`src/rtl/load_store_unit.sv`:
```
// load_store_unit: RV32I memory stage; computes the effective address, drives a req/ack
// data port with byte lanes, and aligns/extends load data for a one-cycle register writeback.
module load_store_unit #(
  parameter int unsigned TIMEOUT = 255
) (
  input  logic        clk,
  input  logic        reset_n,
  input  logic        ls_valid,
  output logic        ls_ready,
  input  logic        is_load,
  input  logic [2:0]  funct3,
  input  logic [31:0] base,
  input  logic [31:0] imm,
  input  logic [31:0] store_data,
  input  logic [4:0]  rd,
  output logic        mem_req,
  output logic        mem_we,
  output logic [31:0] mem_addr,
  output logic [31:0] mem_wdata,
  output logic [3:0]  mem_be,
  input  logic        mem_ack,
  input  logic [31:0] mem_rdata,
  output logic        wb_en,
  output logic [4:0]  wb_addr,
  output logic [31:0] wb_data,
  output logic        ls_done,
  output logic        ls_err
);
  typedef enum logic [1:0] {IDLE, ACCESS, DONE} state_t;
  state_t state, state_nxt;
  logic ready_nxt, req_nxt, we_nxt, wb_en_nxt, done_nxt, err_nxt, ld, ld_nxt, bad;
  logic [31:0] addr_nxt, wdata_nxt, wb_data_nxt, ea, sh, ld_data, wd_st;
  logic [3:0] be_nxt, be_st;
  logic [4:0] wb_addr_nxt;
  logic [2:0] f3, f3_nxt;
  logic [1:0] off, off_nxt;
  logic [7:0] cnt, cnt_nxt;
  assign ea = base + imm;
  // funct3[0] marks halfwords, funct3[1] words; the reserved encodings are rejected first
  assign bad = funct3 == 3'b011 || funct3[2:1] == 2'b11 || (!is_load && funct3[2]) ||
               (funct3[0] && ea[0]) || (funct3[1] && ea[1:0] != 2'b00);
  assign be_st = funct3[1] ? 4'b1111 : funct3[0] ? (ea[1] ? 4'b1100 : 4'b0011) : 4'b0001 << ea[1:0];
  assign wd_st = funct3[1] ? store_data : funct3[0] ? {2{store_data[15:0]}} : {4{store_data[7:0]}};
  assign sh = mem_rdata >> {off, 3'b000};
  assign ld_data = f3[1] ? sh : f3[0] ? {{16{~f3[2] & sh[15]}}, sh[15:0]} : {{24{~f3[2] & sh[7]}}, sh[7:0]};
  always_comb begin
    state_nxt = state;
    ready_nxt = ls_ready;
    req_nxt = mem_req;
    we_nxt = mem_we;
    addr_nxt = mem_addr;
    wdata_nxt = mem_wdata;
    be_nxt = mem_be;
    wb_en_nxt = wb_en;
    wb_addr_nxt = wb_addr;
    wb_data_nxt = wb_data;
    done_nxt = ls_done;
    err_nxt = ls_err;
    ld_nxt = ld;
    f3_nxt = f3;
    off_nxt = off;
    cnt_nxt = cnt;
    unique case (state)
      IDLE: if (ls_valid && ls_ready) begin
        ready_nxt = 1'b0;
        cnt_nxt = 8'd0;
        if (bad) begin
          state_nxt = DONE;
          done_nxt = 1'b1;
          err_nxt = 1'b1;
        end else begin
          state_nxt = ACCESS;
          req_nxt = 1'b1;
          we_nxt = !is_load;
          addr_nxt = {ea[31:2], 2'b00};
          be_nxt = be_st;
          wdata_nxt = wd_st;
          wb_addr_nxt = rd;
          ld_nxt = is_load;
          f3_nxt = funct3;
          off_nxt = ea[1:0];
        end
      end
      ACCESS: begin
        cnt_nxt = cnt + 8'd1;
        if (mem_ack) begin
          state_nxt = DONE;
          req_nxt = 1'b0;
          done_nxt = 1'b1;
          wb_en_nxt = ld && wb_addr != 5'd0;
          wb_data_nxt = ld_data;
        end else if (cnt == 8'(TIMEOUT - 1)) begin
          state_nxt = DONE;
          req_nxt = 1'b0;
          done_nxt = 1'b1;
          err_nxt = 1'b1;
        end
      end
      DONE: begin
        state_nxt = IDLE;
        ready_nxt = 1'b1;
        done_nxt = 1'b0;
        err_nxt = 1'b0;
        wb_en_nxt = 1'b0;
      end
      default: state_nxt = IDLE;
    endcase
  end
  always_ff @(posedge clk or negedge reset_n) begin
    if (!reset_n) begin
      state <= IDLE;
      ls_ready <= 1'b1;
      mem_req <= 1'b0;
      mem_we <= 1'b0;
      mem_addr <= '0;
      mem_wdata <= '0;
      mem_be <= '0;
      wb_en <= 1'b0;
      wb_addr <= '0;
      wb_data <= '0;
      ls_done <= 1'b0;
      ls_err <= 1'b0;
      ld <= 1'b0;
      f3 <= '0;
      off <= '0;
      cnt <= '0;
    end else begin
      state <= state_nxt;
      ls_ready <= ready_nxt;
      mem_req <= req_nxt;
      mem_we <= we_nxt;
      mem_addr <= addr_nxt;
      mem_wdata <= wdata_nxt;
      mem_be <= be_nxt;
      wb_en <= wb_en_nxt;
      wb_addr <= wb_addr_nxt;
      wb_data <= wb_data_nxt;
      ls_done <= done_nxt;
      ls_err <= err_nxt;
      ld <= ld_nxt;
      f3 <= f3_nxt;
      off <= off_nxt;
      cnt <= cnt_nxt;
    end
  end
endmodule
```
`config.mk`:
```
export PLATFORM = sky130hd
export DESIGN_NAME = load_store_unit
export DESIGN_NICKNAME = d
export VERILOG_FILES = /design/src/rtl/load_store_unit.sv
export SDC_FILE = /design/constraint.sdc
export NUM_CORES = 1
export LEC_CHECK = 0
export CORE_ASPECT_RATIO = 0.75
export CORE_MARGIN = 10
export CORE_UTILIZATION = 51
export CTS_CLUSTER_DIAMETER = 40
export CTS_CLUSTER_SIZE = 14
export DETAILED_ROUTE_END_ITERATION = 10
export PLACE_DENSITY_LB_ADDON = 0.25
export SLEW_MARGIN = 5
export SYNTH_ARGS = -nofsm -noshare
export SYNTH_HDL_FRONTEND = slang
export SYNTH_SLANG_ARGS = --single-unit
```
`constraint.sdc`:
```
create_clock -name clk -period 3.26 [get_ports clk]
set_input_delay 0.326 -clock clk [delete_from_list [all_inputs] [get_ports clk]]
set_output_delay 0.326 -clock clk [all_outputs]
set_load 0.02 [all_outputs]
```
## After elaboration in Yosys (flattened, before gate mapping)

Index checks and enable logic that the tools add are counted.

- Register bits after elaboration: 125
- Output and inout port bits: 111
- Word-level logic and storage cells: 92

- Add/subtract/negate cells: 2
- Equal/unequal tests: 12
- Shift operators: 2
- Multiplexer cells: 30
- Bitwise operators: 4
- Reduce and logical (&&, ||, !) cells: 26

Operators by type and width:

| operator | number |
|---|---|
| $mux W32 | 4 |
| $add A32 B32 Y32 | 1 |
| $shr A32 B5 Y32 | 1 |
| $pmux W8 S2 | 1 |
| $mux W4 | 3 |
| $ne A2 B2 Y1 const B | 6 |
| $mux W1 | 11 |
| $reduce_and A2 Y1 | 5 |
| $add A8 B1 Y8 const B | 1 |
| $eq A8 B8 Y1 const B | 1 |
| $mux W2 | 4 |
| $mux W8 | 1 |
| $reduce_and A4 Y1 | 2 |
| $reduce_bool A2 Y1 | 4 |
| $pmux W1 S2 | 3 |
| $pmux W1 S3 | 2 |
| $logic_and A1 B1 Y1 | 5 |
| $reduce_and A5 Y1 | 1 |
| $reduce_bool A5 Y1 | 1 |
| $eq A2 B2 Y1 const B | 2 |
| $logic_or A1 B1 Y1 | 4 |
| $pmux W2 S2 | 1 |
| $shl A1 B2 Y4 const A | 1 |
| $eq A3 B2 Y1 const B | 1 |
| 8 further kinds | 10 |

## Longest topological paths before layout

Gate-level depths: netlist (run 1).

- Depth in word-level cells: 8
- Gate-level depth with buffers: 12
- Gate-level depth less buffers: 10

## Worst setup path before layout (run 1)

Ideal clock, no wire load.

- Path type: in2reg
- From: input port base[0]
- To: register mem_addr[31]
- Setup time: 0.069 ns
- Arrival time: 2.419 ns
- Setup slack: 0.772 ns
- Stages: 10
- Path buffers: 1
- Cell sequence: ha_1 > inv_1 > fa_1 > inv_1 > o32a_4 > nor2_4 > nand2_2 > buf_6 > or4_1 > nand3_1

- Longest elaborated chain between the ends: 6
- Elaborated cells on any way between the ends: 8
- Those cells by class: 1 x add/sub; 1 x bitwise; 6 x reduce/logical

Ends and longest elaborated chain:

| item | line | text |
|---|---|---|
| from (decl) | 12 | `input logic [31:0] base,` |
| $add A32 B32 Y32 (*) | 38 | `assign ea = base + imm;` |
| $reduce_bool A2 Y1 or $logic_and A1 B1 Y1 (tied branches) | 41 | `(funct3[0] && ea[0]) \|\| (funct3[1] && ea[1:0] != 2'b00);` |
| $logic_and A1 B1 Y1 or $logic_or A1 B1 Y1 (tied branches) | 41, 40 |  |
| $logic_or A1 B1 Y1 | 41 |  |
| $not A1 Y1 (no line) | -- |  |
| $reduce_and A3 Y1 (no line) | -- |  |
| to (signal assigned) | 132 | `mem_addr <= addr_nxt;` |
| to (decl) | 18 | `output logic [31:0] mem_addr,` |

Every way passes the cells marked *; elsewhere a longest branch is shown, timed or not.
A chain may end at the register's enable or synchronous reset.

## Worst setup path in the final report (run 1)

- From: input port base[0]
- To: register mem_wdata[28]

- Longest elaborated chain between the ends: 6
- Elaborated cells on any way between the ends: 8
- Those cells by class: 1 x add/sub; 1 x bitwise; 6 x reduce/logical

Ends and longest elaborated chain:

| item | line | text |
|---|---|---|
| $add A32 B32 Y32 (*) | 38 |  |
| $reduce_bool A2 Y1 or $logic_and A1 B1 Y1 (tied branches) | 41 |  |
| $logic_and A1 B1 Y1 or $logic_or A1 B1 Y1 (tied branches) | 41, 40 |  |
| $logic_or A1 B1 Y1 (*) | 41 |  |
| $not A1 Y1 (no line) (*) | -- |  |
| $reduce_and A3 Y1 (no line) (*) | -- |  |
| to (signal assigned) | 133 | `mem_wdata <= wdata_nxt;` |
| to (decl) | 19 | `output logic [31:0] mem_wdata,` |

Marked as above.

==> out/results.tsv, run 1 <==
stage	metric	value	unit
layout	diodes	0	
synthesis	synth_top_area_cell	dfrtp_1	
setup_path	critPathKind	input pin to flip-flop	
synthesis	synth_area_leaders	dfrtp_1 40%, nand2_1 8.5%, ha_1 5.8%	
route	vias	7601	
flow_run	drv_cap	0	
timing	setup_violations	0	
place	gp_congestion	0.873	
synthesis	async_reset_ff_share	100	%
synthesis	yosysSeqAreaShare	40.4	%
setup_path	crit_start	base[0]	
global_routing	grt-ovfl-total	0	
global_routing	grt_usage	23.6	%
layout	drive_gt1_share	6.44	%
setup_path	path_max_fanout	58	
clock_tree	cts_buffers	17	
route	wl	25200	um
outcome	status	completed	
power	irDropWorstVdd	0.500	mV
timing	setup_tns	0	ns
timing	period_share	85.1	%
layout	area_growth	41.8	%
timing	finClkSkew	0.0172	ns
setup_path	reg2reg_slack	0.99	ns
place	port_buffers	249	
timing	max_slew.worst_pin.slew	0.781	ns
route	viasPerCell	5.70	
synthesis	yosysMostFrequentCell	nand2_1	
global_routing	grt_pass1_wl	39400	um
route	firstDrtPassIters	5	
clock_tree	htree_levels	4	
floorplanning	coreArea	14700	sq um
route	drt_iter0_markers	636	
route	ant_nets	0	
floorplanning	initial_utilization	52.7	%
route	wl_per_cell	18.9	um
synthesis	synth_top_area_share	40.0	%
timing	maxSlewViolCount	0	
clock_tree	cts_root_buf	clkbuf_16	
floorplanning	ios	252	
setup_path	critPathLaunchType	input pin	
synthesis	syn_area	7750	sq um
synthesis	synth_seq_cells	125	
synthesis	yosysUniqueCellTypes	74	
synthesis	yosys-top-cells-count	176 x nand2_1, 124 x dfrtp_1, 65 x a21oi_1, 64 x o21ai_0, 54 x nor2_1	
timing	fin_crit	2.78	ns
synthesis	syn_inst	892	
setup_path	arrival	3.10	ns
clock_tree	clk_pin_slew	0.06	ns
setup_path	crit_end	mem_wdata[28]	
clock_tree	cts.sinks	125	
layout	final_nets	1298	
floorplanning	die_h	127	um
setup_path	ff2ff_path_depth	7	
worst_hold_path	hp-class	input pin to flip-flop	
synthesis	ys.flop_type	dfrtp_1	
setup_path	reg2reg_to	wb_data[26]	
floorplanning	die_w	162	um
clock_tree	cts_tree	yes	
timing	hold_violations	0	
global_routing	grt_pass1_vias	7095	
synthesis	synth_edf_count	0	
global_routing	antenna_found_initial	0	
setup_path	r2r_start	off[1]	
setup_path	endpoint_kind	flip-flop	
power	p_leak	4.83	nW
route	drc	0	
power	p_per_area	812	nW/um^2
timing	fmax	360	MHz
clock_tree	clk-insertion-delay-late	0.43	ns
floorplanning	fp.dieArea	20600	sq um
synthesis	yosys_warnings	0	
clock_tree	clock_path_buffers	2	
synthesis	syn_avg_cell_area	8.69	sq um
timing	whs	0.435	ns
floorplanning	rows	38	
place	post-dp-hpwl	19400	um
setup_path	crit_required	3.58	ns
timing	grt_setup_unrepaired	no	
global_routing	grt_start_max_net_pins	59	
timing	slew_headroom	47.9	%
through the flow:
stage               util, %  total power, W  cells  setup WS (ns)  area (sq um)
global route           74.8         0.00942   1333          0.305         11000
global placement       70.6         0.00687   1300          0.148         10400
finish                 74.8         0.00892   1333          0.485         11000
detailed placement     70.6         0.00698   1300         0.0461         10400
floorplan                 -         0.00492    893          0.772          7750
CTS                    74.8         0.00895   1333          0.464         11000
what timing repair did:
item                                   4_1_cts  5_1_grt
endpoints found under the hold margin       10        0
setup buffers                                0        0
gates resized for setup                      0        0
hold buffers                                 1        0
layout make-up:
type | count | area [sq um]
multi-input cells | 694 | 4300
fillers | 1085 | 3700
flip-flops and latches | 125 | 3130
repair buffers | 265 | 2640
clock buffers | 19 | 443
well taps | 200 | 250
clock inverters | 13 | 164
inverters | 17 | 63.8
placed cells by master (no fill, tap or decap), types with 3 or more instances in the layout:
| master | count |
|---|---|
| clkdlybuf4s50_1 | 248 |
| nand2_1 | 176 |
| dfrtp_1 | 124 |
| a21oi_1 | 65 |
| o21ai_0 | 64 |
| nor2_1 | 54 |
| ha_1 | 36 |
| mux2i_1 | 31 |
| nor2b_1 | 28 |
| o31ai_1 | 18 |
| inv_1 | 17 |
| a21o_1 | 17 |
| clkbuf_16 | 17 |
| nor3_1 | 16 |
| nand3_1 | 14 |
| buf_4 | 14 |
| xor2_1 | 13 |
| o211ai_1 | 10 |
| o21ai_1 | 10 |
| xnor2_1 | 10 |
| a211oi_1 | 9 |
| a22o_1 | 9 |
| nand2b_1 | 8 |
| nand4_1 | 8 |
| mux2_2 | 8 |
| o22a_1 | 8 |
| and2_1 | 7 |
| and3_1 | 6 |
| and4_1 | 4 |
| o22ai_1 | 4 |
| o221ai_1 | 4 |
| or4_1 | 3 |
| or3_1 | 3 |
| bufinv_16 | 3 |
| clkinv_4 | 3 |
| clkinv_2 | 3 |
critical path: stages:
cell and delay [ns]:
clkdlybuf4s50_1 0.46, ha_1 0.17, inv_1 0.06, fa_1 0.53
inv_1 0.09, o32a_4 0.42, nor2_4 0.17, nand2_4 0.15
buf_4 0.37, o31ai_1 0.33
flip-flops by register name, indices dropped and copies added (netlist names), 2 cells and up:
| name | count |
|---|---|
| mem_be | 4 |
| off | 2 |
| mem_addr | 30 |
| mem_wdata | 32 |
| f3 | 3 |
| wb_addr | 5 |
| cnt | 8 |
| state | 2 |
| wb_data | 32 |
routing by layer:
layer / GRT usage (%) / routed length (um) / vias to the layer above
li1: - / - / 3624
met1: 31.6 / 11000 / 3604
met4: 7.42 / 507 / 0
met2: 36.1 / 11400 / 338
met5: 0 / 0 / -
met3: 6.50 / 2280 / 35
power by group:
part | internal [W] | total (W) | switching [W]
registers | 0.00224 | 0.00269 | 0.000446
logic | 0.00195 | 0.00428 | 0.00233
clock network | 0.00123 | 0.00195 | 0.000729
logic make-up after synthesis:
group                    Yosys count  synth area share (%)
flip-flops                       125                  40.4
AND/OR/NAND/NOR                  341                  20.1
XOR/XNOR                          23                  2.60
adder cells (fa/ha/maj)           37                  6.07
buffers and inverters             74                  4.23
multiplexers                      39                  5.17
other                              1                0.0484
AO/OA/AOI/OAI                    252                  21.4
how the worst min path moves through the flow:
stage	slack, ns	depth (start not counted)	from	to
after floorplan	0.03	0	reset_n	cnt[0]
after global placement	0.43	1	reset_n	wb_data[6]
after detailed placement	0.43	1	reset_n	wb_data[4]
after CTS	0.43	3	rd[4]	wb_addr[4]
after global routing	0.46	3	rd[4]	wb_addr[4]
final	0.44	3	rd[2]	wb_addr[2]
(Power assumes the default switching activity.)
==> run 2: changes to the inputs <==
HOLD_SLACK_MARGIN = 0.15   (was unset)
TNS_END_PERCENT = 50   (was unset)
==> results of run 2 <==
No change in the layout: final DEF, timing and power equal those of run 1.
